$ cat config.mk
export PLATFORM = sky130hd
export DESIGN_NAME = seg7_scan_ctrl
export DESIGN_NICKNAME = d
export VERILOG_FILES = /design/src/rtl/seg7_scan_ctrl.sv
export SDC_FILE = /design/constraint.sdc
export NUM_CORES = 1
export LEC_CHECK = 0
export ABC_AREA = 1
export ABC_CLOCK_PERIOD_IN_PS = 3800
export CAP_MARGIN = 20
export CORE_MARGIN = 4
export CORE_UTILIZATION = 50
export CTS_CLUSTER_SIZE = 8
export DETAILED_ROUTE_END_ITERATION = 7
export PLACE_DENSITY = 0.72
export SKIP_CTS_REPAIR_TIMING = 1
export SLEW_MARGIN = 25
export SYNTH_ARGS = -nofsm -noshare
export SYNTH_HDL_FRONTEND = slang
export SYNTH_SLANG_ARGS = --single-unit
$ cat constraint.sdc
create_clock -name clk -period 3.8 [get_ports clk]
set_clock_uncertainty 0.15 [all_clocks]
set_input_delay 1.14 -clock clk [delete_from_list [all_inputs] [get_ports clk]]
set_output_delay 1.14 -clock clk [all_outputs]
set_load 0.01 [all_outputs]
$ cat src/rtl/seg7_scan_ctrl.sv
// Time-multiplexed hex 7-segment scanner with frame-synchronous double-buffered content,
// per-digit enable/dp/blink masks and optional leading-zero blanking.
module seg7_scan_ctrl #(
  parameter int NUM_DIGITS   = 8,
  parameter int SCAN_DIV     = 200000,
  parameter int BLINK_FRAMES = 32
) (
  input  logic                      clk,
  input  logic                      rst_n,
  input  logic                      load,
  input  logic [4*NUM_DIGITS-1:0]   digit_data,
  input  logic [NUM_DIGITS-1:0]     digit_en,
  input  logic [NUM_DIGITS-1:0]     dp_mask,
  input  logic [NUM_DIGITS-1:0]     blink_mask,
  input  logic                      lz_blank,
  output logic [NUM_DIGITS-1:0]     led_en,
  output logic [7:0]                led_cx,
  output logic                      frame_done
);

  localparam int CW = (SCAN_DIV > 1) ? $clog2(SCAN_DIV) : 1;
  localparam int IW = (NUM_DIGITS > 1) ? $clog2(NUM_DIGITS) : 1;
  localparam int BW = (BLINK_FRAMES > 1) ? $clog2(BLINK_FRAMES) : 1;
  localparam logic [CW-1:0] CNT_LAST   = CW'(SCAN_DIV - 1);
  localparam logic [IW-1:0] IDX_LAST   = IW'(NUM_DIGITS - 1);
  localparam logic [BW-1:0] BLINK_LAST = BW'(BLINK_FRAMES - 1);

  typedef struct packed {
    logic [4*NUM_DIGITS-1:0] data;
    logic [NUM_DIGITS-1:0]   en;
    logic [NUM_DIGITS-1:0]   dp;
    logic [NUM_DIGITS-1:0]   bm;
  } disp_t;

  function automatic logic [6:0] seg_decode(input logic [3:0] v);
    case (v)
      4'h0: seg_decode = 7'b0000001;
      4'h1: seg_decode = 7'b1001111;
      4'h2: seg_decode = 7'b0010010;
      4'h3: seg_decode = 7'b0000110;
      4'h4: seg_decode = 7'b1001100;
      4'h5: seg_decode = 7'b0100100;
      4'h6: seg_decode = 7'b0100000;
      4'h7: seg_decode = 7'b0001111;
      4'h8: seg_decode = 7'b0000000;
      4'h9: seg_decode = 7'b0001100;
      4'hA: seg_decode = 7'b0001000;
      4'hB: seg_decode = 7'b1100000;
      4'hC: seg_decode = 7'b0110001;
      4'hD: seg_decode = 7'b1000010;
      4'hE: seg_decode = 7'b0110000;
      default: seg_decode = 7'b0111000;
    endcase
  endfunction

  logic [CW-1:0]         cnt;
  logic [IW-1:0]         idx;
  logic [BW-1:0]         blink_cnt;
  logic                  phase_hidden;
  logic                  pend_vld;
  disp_t                 pend;
  disp_t                 act;
  disp_t                 in_set;
  logic                  tick;
  logic                  wrap;
  logic [3:0]            nib;
  logic                  cur_en;
  logic                  cur_dp;
  logic                  cur_bm;
  logic                  nz_above;
  logic                  lz_hit;
  logic                  blank;
  logic [NUM_DIGITS-1:0] en_nxt;
  logic [7:0]            cx_nxt;

  assign in_set = '{data: digit_data, en: digit_en, dp: dp_mask, bm: blink_mask};
  assign tick   = (cnt == CNT_LAST);
  assign wrap   = tick && (idx == IDX_LAST);

  // Leading-zero test: current digit is zero and no enabled nonzero digit sits above it.
  always_comb begin
    nib      = 4'h0;
    cur_en   = 1'b0;
    cur_dp   = 1'b0;
    cur_bm   = 1'b0;
    nz_above = 1'b0;
    for (int i = 0; i < NUM_DIGITS; i++) begin
      if (idx == IW'(i)) begin
        nib    = act.data[4*i +: 4];
        cur_en = act.en[i];
        cur_dp = act.dp[i];
        cur_bm = act.bm[i];
      end
      if ((IW'(i) > idx) && act.en[i] && (act.data[4*i +: 4] != 4'h0))
        nz_above = 1'b1;
    end
    lz_hit = lz_blank && (idx != '0) && (nib == 4'h0) && !nz_above;
    blank  = !cur_en || lz_hit || (cur_bm && phase_hidden);
    for (int i = 0; i < NUM_DIGITS; i++)
      en_nxt[i] = blank || (idx != IW'(i));
    cx_nxt = blank ? 8'hFF : {seg_decode(nib), ~cur_dp};
  end

  always_ff @(posedge clk or negedge rst_n) begin
    if (!rst_n) begin
      cnt          <= '0;
      idx          <= '0;
      blink_cnt    <= '0;
      phase_hidden <= 1'b0;
      pend_vld     <= 1'b0;
      pend         <= '0;
      act          <= '0;
      led_en       <= '1;
      led_cx       <= 8'hFF;
      frame_done   <= 1'b0;
    end else begin
      led_en     <= en_nxt;
      led_cx     <= cx_nxt;
      frame_done <= wrap;

      if (tick) begin
        cnt <= '0;
        idx <= wrap ? '0 : idx + 1'b1;
      end else begin
        cnt <= cnt + 1'b1;
      end

      if (load) begin
        pend     <= in_set;
        pend_vld <= 1'b1;
      end

      // A load coinciding with the boundary bypasses the pending stage.
      if (wrap) begin
        if (load) begin
          act      <= in_set;
          pend_vld <= 1'b0;
        end else if (pend_vld) begin
          act      <= pend;
          pend_vld <= 1'b0;
        end
        if (blink_cnt == BLINK_LAST) begin
          blink_cnt    <= '0;
          phase_hidden <= ~phase_hidden;
        end else begin
          blink_cnt <= blink_cnt + 1'b1;
        end
      end
    end
  end

endmodule

# ---- Word level (Yosys, flattened, before mapping)
# Memory sizes are Yosys's and may differ from the RTL's.
# Index checks and enable logic that the tools add are counted.
dict set report word_totals {
  regBits 157
  rom_bits 112
  inputBits 60
  word_cells 143
  n_memories 1
}
dict set report classes {
  addsub 3
  n_lt_le_gt_ge 8
  eq_ne 16
  n_mux 50
  bitwise 2
  n_reduce_logical 47
}
# memory depth word_bits rd rd_clocked_by_memory_dff write_ports line
set memory_table {}
lappend memory_table {{(name not given)} 16 7 1 0 0 36} ;# case (v)
# op count
set op_table {}
lappend op_table {{$mux W56} 2}
lappend op_table {{$mux W1} 36}
lappend op_table {{$mux W4} 8}
lappend op_table {{$reduce_bool A4 Y1} 8}
lappend op_table {{$logic_and A1 B1 Y1} 21}
lappend op_table {{$add A18 B1 Y18 const B} 1}
lappend op_table {{$eq A18 B18 Y1 const B} 1}
lappend op_table {{$mux W18} 1}
lappend op_table {{$eq A3 B3 Y1 const B} 4}
lappend op_table {{$gt A3 B3 Y1 const A} 4}
lappend op_table {{$ne A3 B3 Y1 const B} 4}
lappend op_table {{$logic_or A1 B1 Y1} 10}
lappend op_table {{$mux W8} 1}
lappend op_table {{$eq A3 B2 Y1 const B} 2}
lappend op_table {{$gt A1 B3 Y1 const A} 2}
lappend op_table {{$gt A2 B3 Y1 const A} 2}
lappend op_table {{$ne A3 B2 Y1 const B} 2}
lappend op_table {{$add A5 B1 Y5 const B} 1}
lappend op_table {{$eq A5 B5 Y1 const B} 1}
lappend op_table {{$mux W5} 1}
lappend op_table {{$logic_not A4 Y1} 1}
lappend op_table {{$reduce_and A2 Y1} 2}
lappend op_table {{$add A3 B1 Y3 const B} 1}
lappend op_table {{$eq A3 B1 Y1 const B} 1}
lappend op_table {{other kinds (7)} 9}

# ---- Depth between registers and ports, before layout
# Gate-level depths: netlist of run 1.
dict set report depth {
  ltp_word 16
  mapped_depth 24
  depth_no_buf 22
}

# ---- Least setup slack after synthesis of run 1
# No wires, ideal clock.
dict set report synth_path {
  path_type {register to register}
  start {register idx[0]}
  end {register led_en[7]}
  arrival_time_ps 2657
  required_ps 3588
  path_slack_ps 931
  path_stages_with_launch 24
  path_cell_list {dfrtp_1 > buf_4 > inv_1 > ha_1 > nand2_2 > buf_4 > or2_0 > nand3_1 > nand2_1 > nand2_1 > nand2_1 > nand2_1 > nand2_1 > inv_1 > ha_1 > nand4_1 > nor2_1 > nand2_1 > nor2_1 > nand2_4 > nand2_4 > nor2_8 > buf_8 > nand2_2}
}
dict set report synth_between {
  elab_chain_len 16
}
# element line
set synth_lines {}
lappend synth_lines {{from (decl)} 57} ;# logic [IW-1:0] idx;
lappend synth_lines {{from (signal assigned)} 123} ;# idx <= wrap ? '0 : idx + 1'b1;
lappend synth_lines {{$gt A1 B3 Y1} 94} ;# if ((IW'(i) > idx) && act.en[i] && (act.data[4*i +: 4] != 4'h0))
lappend synth_lines {{$logic_and A1 B1 Y1 (2 in series)} 94}
lappend synth_lines {{$mux W1 (8 in series)} 94}
lappend synth_lines {{$logic_not A1 Y1} 97} ;# lz_hit = lz_blank && (idx != '0) && (nib == 4'h0) && !nz_above;
lappend synth_lines {{$logic_and A1 B1 Y1} 97}
lappend synth_lines {{$logic_or A1 B1 Y1 (2 in series)} 98} ;# blank = !cur_en || lz_hit || (cur_bm && phase_hidden);
lappend synth_lines {{$logic_or A1 B1 Y1 (*)} 100} ;# en_nxt[i] = blank || (idx != IW'(i));
lappend synth_lines {{named net en_nxt[7]} 73} ;# logic [NUM_DIGITS-1:0] en_nxt;
lappend synth_lines {{to (signal assigned)} 117} ;# led_en <= en_nxt;
lappend synth_lines {{to (decl)} 16} ;# output logic [NUM_DIGITS-1:0] led_en,
# Mark *: on every way through the listed nets, which the timed path passes. The rest lies on a longest branch.
# A chain may end at the register's enable or synchronous reset.

# ---- Worst setup path after layout of run 1
dict set report layout_path {
  start {register idx[2]}
  end {register led_cx[4]}
}
dict set report layout_between {
  elab_chain_len 16
}
# element line
set layout_lines {}
lappend layout_lines {{$gt A1 B3 Y1} 94}
lappend layout_lines {{$logic_and A1 B1 Y1 (2 in series)} 94}
lappend layout_lines {{$mux W1 (8 in series)} 94}
lappend layout_lines {{$logic_not A1 Y1} 97}
lappend layout_lines {{$logic_and A1 B1 Y1} 97}
lappend layout_lines {{$logic_or A1 B1 Y1 (2 in series)} 98}
lappend layout_lines {{$mux W8 (*)} 101} ;# cx_nxt = blank ? 8'hFF : {seg_decode(nib), ~cur_dp};
lappend layout_lines {{named net cx_nxt[4]} 74} ;# logic [7:0] cx_nxt;
lappend layout_lines {{to (signal assigned)} 118} ;# led_cx <= cx_nxt;
lappend layout_lines {{to (decl)} 17} ;# output logic [7:0] led_cx,
# Marks and branches as above.

==> run_results.csv, run 1 <==
group,metric,value,unit
cells_and_area,nFillCells,1249,
clock_network,cts_tree,"done",
place,place_congestion,0.857,
min_path,min_path_cells,2,
cells_and_area,syn_to_final_growth,20.8,%
sta,tightest_slew,0.733,ns
clock_network,h-tree-depth,4,
yosys,synth_area,0.00752,sq mm
pwr,power.leakage,4.65,nW
clock_network,cts_buffer_depth,2,
floorplanning,coreArea,0.0146,sq mm
sta,setup_tns,0,ns
pwr,p_int,2.91,mW
place,portBuffers,76,
setup_path,cp-start-kind,"flop",
yosys,syn_avg_cell_area,9.37,sq um
clock_network,numCtsBuffers,17,
setup_path,r2r_cells,12,
floorplanning,dieHeight,131,microns
sta,rsz0062_at_grt,"false",
setup_path,rr_endpoint,"led_cx[4]",
floorplanning,fp.dieW,131,microns
drt,viasPerCell,5.06,
drt,wire_per_inst,15.0,microns
place,placed_area,0.00847,sq mm
setup_path,ff2ff_setup_slack,0.56,ns
yosys,ys_seq_elements,157,
drt,ant_nets,0,
sta,final.period_utilization,0.854,
setup_path,path_class,"reg2reg",
pwr,power_density,408,mW/mm^2
sta,slew_headroom,0.507,
sta,layout_setup_ws,0.556,ns
drt,drc,0,
min_path,hold_class,"reg2reg",
place,place_ws,0.598,ns
yosys,synth_cell_types,41,
yosys,netlist_instances,802,
cells_and_area,stdcell_area,0.00908,sq mm
cells_and_area,seq_area,0.00395,sq mm
yosys,async_flop_share,1.00,
setup_path,timing.critical_path.from,"idx[2]",
drt,drt-total-wl,16200,microns
global_route,grt_pass1_vias,5434,
drt,drtPass1Iterations,5,
global_route,grt_max_degree,62,
clock_network,clk_pin_slew_worst_paths,0.06,ns
sta,timing.hold.ws,0.316,ns
floorplanning,rows,44,
global_route,grt_pass1_wl,27200,microns
clock_network,clock_latency,0.43,ns
sta,final_hold_viol_count,0,
sta,finalSetupViolCount,0,
cells_and_area,fin_util,0.620,
cells_and_area,multi_input_area,0.00314,sq mm
floorplanning,initial_core_util,0.513,
min_path,hold_end,"pend[11]",
yosys,synth-main-ff-cell,"dfrtp_1",
place,placed_cells,1044,
drt,drt_iter0_markers,402,
yosys,synth-seq-area-share,0.525,
cells_and_area,drive_above_1_share,0.167,
setup_path,path_max_fanout,16,
pwr,combPwrFrac,0.051,
setup_path,critPathCaptureType,"flop",
setup_path,rr_startpoint,"idx[2]",
cells_and_area,layout_commonest_cell,"nand2_1",
sta,fin_crit,3.24,ns
place,dp_hpwl,11500,microns
pwr,power.share.sequential,0.469,
cells_and_area,mostFrequentLayoutCells,"nand2_1 (265), dfrtp_1 (141), clkdlybuf4s50_1 (74), inv_1 (61), nand3_1 (54)",
setup_path,arrival,3.46,ns
clock_network,root_buffer,"clkbuf_16",
setup_path,worst_ep_required_time,4.01,ns
yosys,synth_edf_count,0,
pwr,pwr-share-clk,0.479,
pwr,fin_total_pwr,3.71,mW
floorplanning,io_pins,77,
sta,drv_slew,0,
run,cap_viol_max_count,0,
status,outcome,"completed",
yosys,syn_nets,874,
yosys,ys_warn_count,0,
min_path,hp-start,"pend[11]",
cells_and_area,fin_cells,1076,
pwr,netSwitchingPower,0.797,mW
global_route,overflow,0,
sta,max_freq,308,MHz
floorplanning,dieArea,0.0171,sq mm
drt,num_vias,5440,
pwr,vdd_ir_drop_max,0.000368,V
cells_and_area,nets,951,
global_route,antenna_found_initial,0,
global_route,grt_usage,0.206,
clock_network,clock_sinks,157,
cells_and_area,diodes,0,
pwr,p_sw_frac,0.215,
-- cell families (layout without fill, tap and decap cells) --
family / after synthesis / count (layout) / share of synthesized area
AO/OA/AOI/OAI: 49 / 49 / 0.0374
XOR/XNOR: 7 / 7 / 0.00815
adder cells (fa/ha/maj): 12 / 12 / 0.0200
buffers and inverters: 95 / 185 / 0.0586
flip-flops: 157 / 157 / 0.525
multiplexers: 56 / 56 / 0.104
AND/OR/NAND/NOR: 426 / 426 / 0.247
-- Yosys cell counts, types with 2 or more instances --
cell	n	area share
nor2_2	2	0.0017
o21ai_1	2	0.0013
ha_1	12	0.020
dfrtp_1	141	0.47
o21a_1	2	0.0020
buf_6	7	0.010
mux2_4	40	0.080
o21ai_0	17	0.011
a21oi_1	18	0.012
buf_4	4	0.0040
inv_2	5	0.0025
nor3b_1	2	0.0020
buf_2	2	0.0013
o211ai_1	5	0.0050
nand2_1	265	0.13
nand2_2	16	0.013
nor4_1	6	0.0050
nor2_4	2	0.0030
nor3_1	8	0.0053
inv_1	61	0.030
dfstp_2	16	0.056
nand3_1	54	0.036
xor2_1	6	0.0070
buf_1	5	0.0025
mux2_2	16	0.024
nand4_1	10	0.0083
o21ai_2	2	0.0023
nor2_1	52	0.026
clkbuf_1	9	0.0045
nand2_4	3	0.0045
a21boi_1	2	0.0020
-- worst max-delay path by stage --
stage               cells after the start  slack, ns         to
global placement                        6       0.58    act[37]
finish                                 12       0.56  led_cx[4]
floorplan                              23       0.93  led_en[7]
CTS                                    12       0.59  led_cx[4]
detailed placement                     12       0.60  led_cx[4]
global route                           12       0.35  led_cx[4]
-- cell type report --
| type | count | area share |
|---|---|---|
| tap | 184 | 0.0254 |
| inverter | 67 | 0.0280 |
| clock inverter | 11 | 0.0187 |
| multi-input combinational | 550 | 0.346 |
| timing repair buffer | 86 | 0.0988 |
| sequential | 157 | 0.435 |
| clock buffer | 21 | 0.0485 |
-- sequential cells by signal, indices dropped and copies added (netlist names) --
| name | flops |
|---|---|
| cnt | 18 |
| pend_vld | 1 |
| pend | 56 |
| phase_hidden | 1 |
| act | 56 |
| blink_cnt | 5 |
| frame_done | 1 |
| led_en | 8 |
| idx | 3 |
| led_cx | 8 |
-- metal layers --
layer	share of wire	GRT usage	vias to the layer above
li1	-	-	2729
met1	0.46	0.277	2604
met2	0.50	0.341	95
met3	0.032	0.0496	12
met4	0.0091	0.0472	0
met5	0	0	-
-- critical path, stage by stage (launching register included) --
cell,delay [ns]
dfrtp_1,0.69
ha_1,0.65
nor2_1,0.14
a21boi_1,0.40
ha_1,0.33
nand4_1,0.11
nor2_1,0.12
nand2_1,0.06
nor2_1,0.20
nand2_4,0.08
nand2_4,0.08
nor2_8,0.07
nand2_1,0.10
-- power groups by stage --
stage / registers [mW] / clock network (mW) / logic, mW
final: 1.74 / 1.78 / 0.190
after global routing: 1.74 / 1.88 / 0.219
after CTS: 1.74 / 1.80 / 0.196
after detailed placement: 1.77 / 0 / 0.196
after global placement: 1.77 / 0 / 0.191
after floorplan: 1.76 / 0 / 0.0720
Power figures use the tool's default switching activity.
==> run 2: changes to the inputs <==
--- a/config.mk
+++ b/config.mk
@@ -6,7 +6,7 @@
 export NUM_CORES = 1
 export LEC_CHECK = 0
 export ABC_AREA = 1
-export ABC_CLOCK_PERIOD_IN_PS = 3800
+export ABC_CLOCK_PERIOD_IN_PS = 3670
 export CAP_MARGIN = 20
 export CORE_MARGIN = 4
 export CORE_UTILIZATION = 50
==> constraint.sdc (replaced) <==
create_clock -name clk -period 3.67 [get_ports clk]
set_clock_uncertainty 0.15 [all_clocks]
set_input_delay 0.5505 -clock clk [delete_from_list [all_inputs] [get_ports clk]]
set_output_delay 0.5505 -clock clk [all_outputs]
set_load 0.01 [all_outputs]
==> run_results.csv, run 2 (synthesis results as in run 1) <==
group,metric,value,unit
status,outcome,"completed",
clock_network,clk_pin_slew_worst_paths,0.06,ns
sta,setup_tns,0,ns
place,place_congestion,0.879,
cells_and_area,nets,949,
pwr,netSwitchingPower,0.874,mW
cells_and_area,fin_cells,1074,
drt,drt-total-wl,15700,microns
global_route,grt_pass1_vias,5268,
global_route,antenna_found_initial,0,
setup_path,ff2ff_setup_slack,0.39,ns
floorplanning,initial_core_util,0.513,
setup_path,timing.critical_path.from,"idx[0]",
setup_path,rr_startpoint,"idx[0]",
sta,max_freq,305,MHz
sta,rsz0062_at_grt,"false",
place,dp_hpwl,11100,microns
sta,slew_headroom,0.411,
cells_and_area,syn_to_final_growth,19.6,%
global_route,overflow,0,
floorplanning,rows,44,
place,placed_cells,1041,
pwr,p_sw_frac,0.241,
global_route,grt_usage,0.196,
cells_and_area,diodes,0,
cells_and_area,reg.largest.list,"act (56), pend (56), cnt (18)",
cells_and_area,nFillCells,1252,
clock_network,cts_tree,"done",
sta,drv_slew,0,
floorplanning,fp.dieW,131,microns
floorplanning,io_pins,77,
cells_and_area,drive_above_1_share,0.166,
global_route,grt_max_degree,98,
min_path,hold_class,"in2async",
drt,ant_nets,0,
sta,final_hold_viol_count,0,
place,portBuffers,76,
clock_network,clock_latency,0.43,ns
cells_and_area,stdcell_area,0.00899,sq mm
cells_and_area,mostFrequentLayoutCells,"nand2_1 (265), dfrtp_1 (141), clkdlybuf4s50_1 (74), inv_1 (61), nand3_1 (54)",
pwr,power.share.sequential,0.496,
drt,wire_per_inst,14.6,microns
setup_path,rr_endpoint,"led_cx[2]",
clock_network,h-tree-depth,4,
sta,finalSetupViolCount,0,
pwr,power.leakage,4.60,nW
setup_path,worst_ep_required_time,3.89,ns
setup_path,arrival,3.50,ns
sta,tightest_slew,0.884,ns
setup_path,path_class,"reg2reg",
clock_network,numCtsBuffers,17,
run,cap_viol_max_count,0,
global_route,grt_pass1_wl,26000,microns
clock_network,root_buffer,"clkbuf_16",
drt,drt_iter0_markers,388,
pwr,vdd_ir_drop_max,0.000316,V
place,placed_area,0.00842,sq mm
floorplanning,dieHeight,131,microns
setup_path,r2r_cells,18,
pwr,p_int,2.76,mW
drt,drtPass1Iterations,4,
cells_and_area,layout_commonest_cell,"nand2_1",
setup_path,path_max_fanout,16,
floorplanning,dieArea,0.0171,sq mm
sta,final.period_utilization,0.893,
pwr,pwr-share-clk,0.450,
pwr,combPwrFrac,0.054,
floorplanning,coreArea,0.0146,sq mm
setup_path,critPathCaptureType,"flop",
drt,viasPerCell,5.01,
clock_network,clock_sinks,157,
setup_path,cp-start-kind,"flop",
pwr,power_density,404,mW/mm^2
clock_network,cts_buffer_depth,2,
drt,num_vias,5385,
sta,fin_crit,3.28,ns
drt,drc,0,
run 2: cell count changes in the layout (fill, tap and decap cells not counted), sizes merged:
cell / previous run / this run
bufinv: 4 / 0
clkbuf: 21 / 20
buf: 12 / 10
inv: 68 / 73
run 2: worst max-delay path by stage:
stage | to | slack (ns)
3_5_place_dp | led_cx[2] | 0.45
3_3_place_gp | led_cx[1] | 0.60
6_report | led_cx[2] | 0.39
4_1_cts | led_cx[2] | 0.43
2_1_floorplan | led_en[7] | 0.80
5_1_grt | led_cx[2] | 0.07
run 2: cell type report:
type / instances / area [sq um] / area share
sequential: 157 / 3950 / 0.439
multi-input combinational: 550 / 3140 / 0.349
timing repair buffer: 84 / 875 / 0.0973
clock buffer: 20 / 437 / 0.0486
inverter: 67 / 254 / 0.0282
tap: 184 / 230 / 0.0256
clock inverter: 12 / 106 / 0.0118
run 2: critical path, cell delays in order (launching register included):
cell	delay [ns]
dfrtp_1	0.62
inv_1	0.15
ha_1	0.26
nand2_2	0.24
nand3_1	0.13
nand2_1	0.08
nand2_1	0.05
nand2_1	0.05
nand2_1	0.06
a21boi_1	0.35
ha_1	0.29
nand4_1	0.11
nor2_1	0.11
nand2_1	0.05
nor2_1	0.17
nand2_4	0.07
nand2_4	0.08
nor2_8	0.08
nand2_1	0.10
run 2: power groups by stage:
| stage | sequential (mW) | clock (mW) | combinational (mW) |
|---|---|---|---|
| after floorplan | 1.83 | 0 | 0.0746 |
| final | 1.80 | 1.63 | 0.198 |
| after detailed placement | 1.83 | 0 | 0.203 |
| after global placement | 1.83 | 0 | 0.200 |
| after global routing | 1.80 | 1.76 | 0.226 |
| after CTS | 1.80 | 1.66 | 0.204 |
run 2: stage by stage:
stage | hold slack (ns) | setup slack, ns | utilization | power (mW)
6_report | 0.0341 | 0.393 | 0.614 | 3.63
5_1_grt | 0.115 | 0.0700 | 0.614 | 3.79
4_1_cts | 0.104 | 0.428 | 0.612 | 3.66
3_5_place_dp | 0.308 | 0.447 | 0.575 | 2.03
3_3_place_gp | 0.305 | 0.599 | 0.575 | 2.03
2_1_floorplan | 0.105 | 0.801 | - | 1.90
run 2: layer usage:
metal	part of all wire	vias to the layer above	track usage	routed length [microns]
met2	0.49	93	0.317	7710
met4	0.013	0	0.0599	201
li1	-	2724	-	-
met5	0	-	0	0
met1	0.46	2551	0.263	7250
met3	0.034	17	0.0492	533
==> run 3: changes to the inputs <==
--- a/config.mk
+++ b/config.mk
@@ -8,11 +8,10 @@
 export ABC_AREA = 1
 export ABC_CLOCK_PERIOD_IN_PS = 3670
 export CAP_MARGIN = 20
-export CORE_MARGIN = 4
-export CORE_UTILIZATION = 50
+export CORE_UTILIZATION = 57
 export CTS_CLUSTER_SIZE = 8
 export DETAILED_ROUTE_END_ITERATION = 7
-export PLACE_DENSITY = 0.72
+export PLACE_DENSITY = 0.8
 export SKIP_CTS_REPAIR_TIMING = 1
 export SLEW_MARGIN = 25
 export SYNTH_ARGS = -nofsm -noshare
==> run_results.csv, run 3 (synthesis results as in run 1) <==
group,metric,value,unit
setup_path,path_class,"reg2reg",
drt,drtPass1Iterations,5,
setup_path,cp-start-kind,"flop",
place,place_congestion,0.914,
global_route,grtUsageMet3,0.0649,
clock_network,cts_buffer_depth,2,
clock_network,h-tree-depth,4,
global_route,use_met1,0.325,
sta,rsz0062_at_grt,"false",
global_route,grt.busiest_layer,"met2",
drt,drt-total-wl,16000,microns
global_route,overflow,0,
setup_path,crit_chain,"inv_1 -> ha_1 -> nand2_2 -> nand3_1 -> nand2_1 -> nand2_1 -> nand2_1 -> nand2_1 -> a21boi_1 -> ha_1 -> nand4_1 -> nor2_1 -> nand2_1 -> nor2_1 -> nand2_4 -> nand2_4 -> nor2_8 -> nand2_1",
sta,setup_tns,0,ns
global_route,antenna_found_initial,0,
drt,viasPerCell,5.20,
drt,num_vias,5508,
clock_network,numCtsBuffers,17,
cells_and_area,diodes,0,
cells_and_area,multi_input_area,0.00314,sq mm
clock_network,root_buffer,"clkbuf_16",
floorplanning,dieHeight,117,microns
place,dp_hpwl,11400,microns
cells_and_area,reg.largest.list,"act (56), pend (56), cnt (18)",
sta,tightest_slew,0.755,ns
floorplanning,rows,41,
setup_path,worst_ep_required_time,3.89,ns
cells_and_area,seq_area,0.00395,sq mm
setup_path,crit_path_frequent_cell,"nand2_1",
cells_and_area,mostFrequentLayoutCells,"nand2_1 (265), dfrtp_1 (141), clkdlybuf4s50_1 (74), inv_1 (61), nand3_1 (54)",
setup_path,critPathCaptureType,"flop",
pwr,power.leakage,4.56,nW
cells_and_area,layout_commonest_cell,"nand2_1",
sta,timing.hold.ws,-0.00841,ns
status,outcome,"complete, but fails checks",
clock_network,clk_pin_slew_worst_paths,0.06,ns
floorplanning,coreArea,0.0127,sq mm
place,portBuffers,76,
drt,drc,0,
setup_path,r2r_cells,18,
drt,wire_per_inst,15.1,microns
sta,max_freq,308,MHz
sta,finalSetupViolCount,0,
global_route,grt_max_degree,84,
clock_network,cts_tree,"done",
setup_path,slowest_stage,"dfrtp_1",
setup_path,rr_endpoint,"led_cx[1]",
setup_path,arrival,3.47,ns
sta,final.period_utilization,0.886,
sta,slew_headroom,0.497,
pwr,power_density,401,mW/mm^2
floorplanning,io_pins,77,
clock_network,clock_latency,0.43,ns
setup_path,path_max_fanout,16,
cells_and_area,drive_above_1_share,0.164,
floorplanning,fp.dieW,117,microns
global_route,grt_pass1_wl,26700,microns
drt,drt_iter0_markers,382,
min_path,hold_class,"in2async",
sta,fin_crit,3.25,ns
clock_network,clock_sinks,157,
pwr,vdd_ir_drop_max,0.000407,V
global_route,grt_usage,0.262,
global_route,grt_pass1_vias,5478,
drt,ant_nets,0,
status,violations,"negative hold slack",
setup_path,cp_slowest_stage_delay,0.61,ns
floorplanning,initial_core_util,0.591,
floorplanning,dieArea,0.0137,sq mm
cells_and_area,syn_to_final_growth,18.4,%
setup_path,rr_startpoint,"idx[0]",
sta,drv_slew,0,
run,cap_viol_max_count,0,
cells_and_area,nets,947,
cells_and_area,nFillCells,1016,
setup_path,ff2ff_setup_slack,0.42,ns
sta,final_hold_viol_count,1,
global_route,use_met2,0.449,
-- run 3: cell count changes in the layout (fill, tap and decap cells not counted), sizes merged --
cell,before,now
inv,73,68
buf,10,8
clkbuf,20,22
clkinvlp,3,5
clkinv,3,4
-- run 3: layout make-up --
type                    count  share of cell area
clock buffers              22              0.0521
clock inverters            10             0.00745
inverters                  67              0.0285
multi-input cells         550               0.353
flip-flops and latches    157               0.444
well taps                 172              0.0242
repair buffers             82              0.0915
-- run 3: report_power, final --
part / switching [mW] / total [mW] / internal, mW
registers: 0.0161 / 1.80 / 1.79
clock network: 0.682 / 1.58 / 0.895
logic: 0.111 / 0.195 / 0.0846
-- run 3: worst max-delay path by stage --
stage	startpoint	end	slack, ns	cells after the start
2_1_floorplan	idx[0]	led_en[7]	0.80	23
3_3_place_gp	idx[0]	led_cx[1]	0.60	20
3_5_place_dp	idx[0]	led_cx[1]	0.43	18
4_1_cts	idx[0]	led_cx[1]	0.43	18
5_1_grt	idx[0]	led_cx[1]	0.14	19
6_report	idx[0]	led_cx[1]	0.42	18
-- run 3: critical path, delay by kind of cell (launching register included) --
kind	cells	cell delay, ns
compound gates	1	0.36
simple gates	14	1.37
fa+ha+maj	2	0.53
buf+inv	1	0.15
flops	1	0.61
-- run 3: through the flow --
| stage | setup WS [ns] | cell area [sq um] | util | power (mW) | instances |
|---|---|---|---|---|---|
| 3_5_place_dp | 0.431 | 8370 | 0.658 | 2.03 | 1028 |
| 6_report | 0.420 | 8900 | 0.700 | 3.57 | 1060 |
| 2_1_floorplan | 0.801 | 7520 | - | 1.90 | 802 |
| 3_3_place_gp | 0.603 | 8370 | 0.658 | 2.02 | 1028 |
| 4_1_cts | 0.432 | 8900 | 0.700 | 3.61 | 1060 |
| 5_1_grt | 0.145 | 8900 | 0.700 | 3.71 | 1060 |
-- run 3: routing by layer --
| metal | vias to the layer above | share of wire |
|---|---|---|
| met5 | - | 0 |
| met4 | 0 | 0.018 |
| met3 | 23 | 0.035 |
| met2 | 116 | 0.51 |
| met1 | 2654 | 0.43 |
| li1 | 2715 | - |
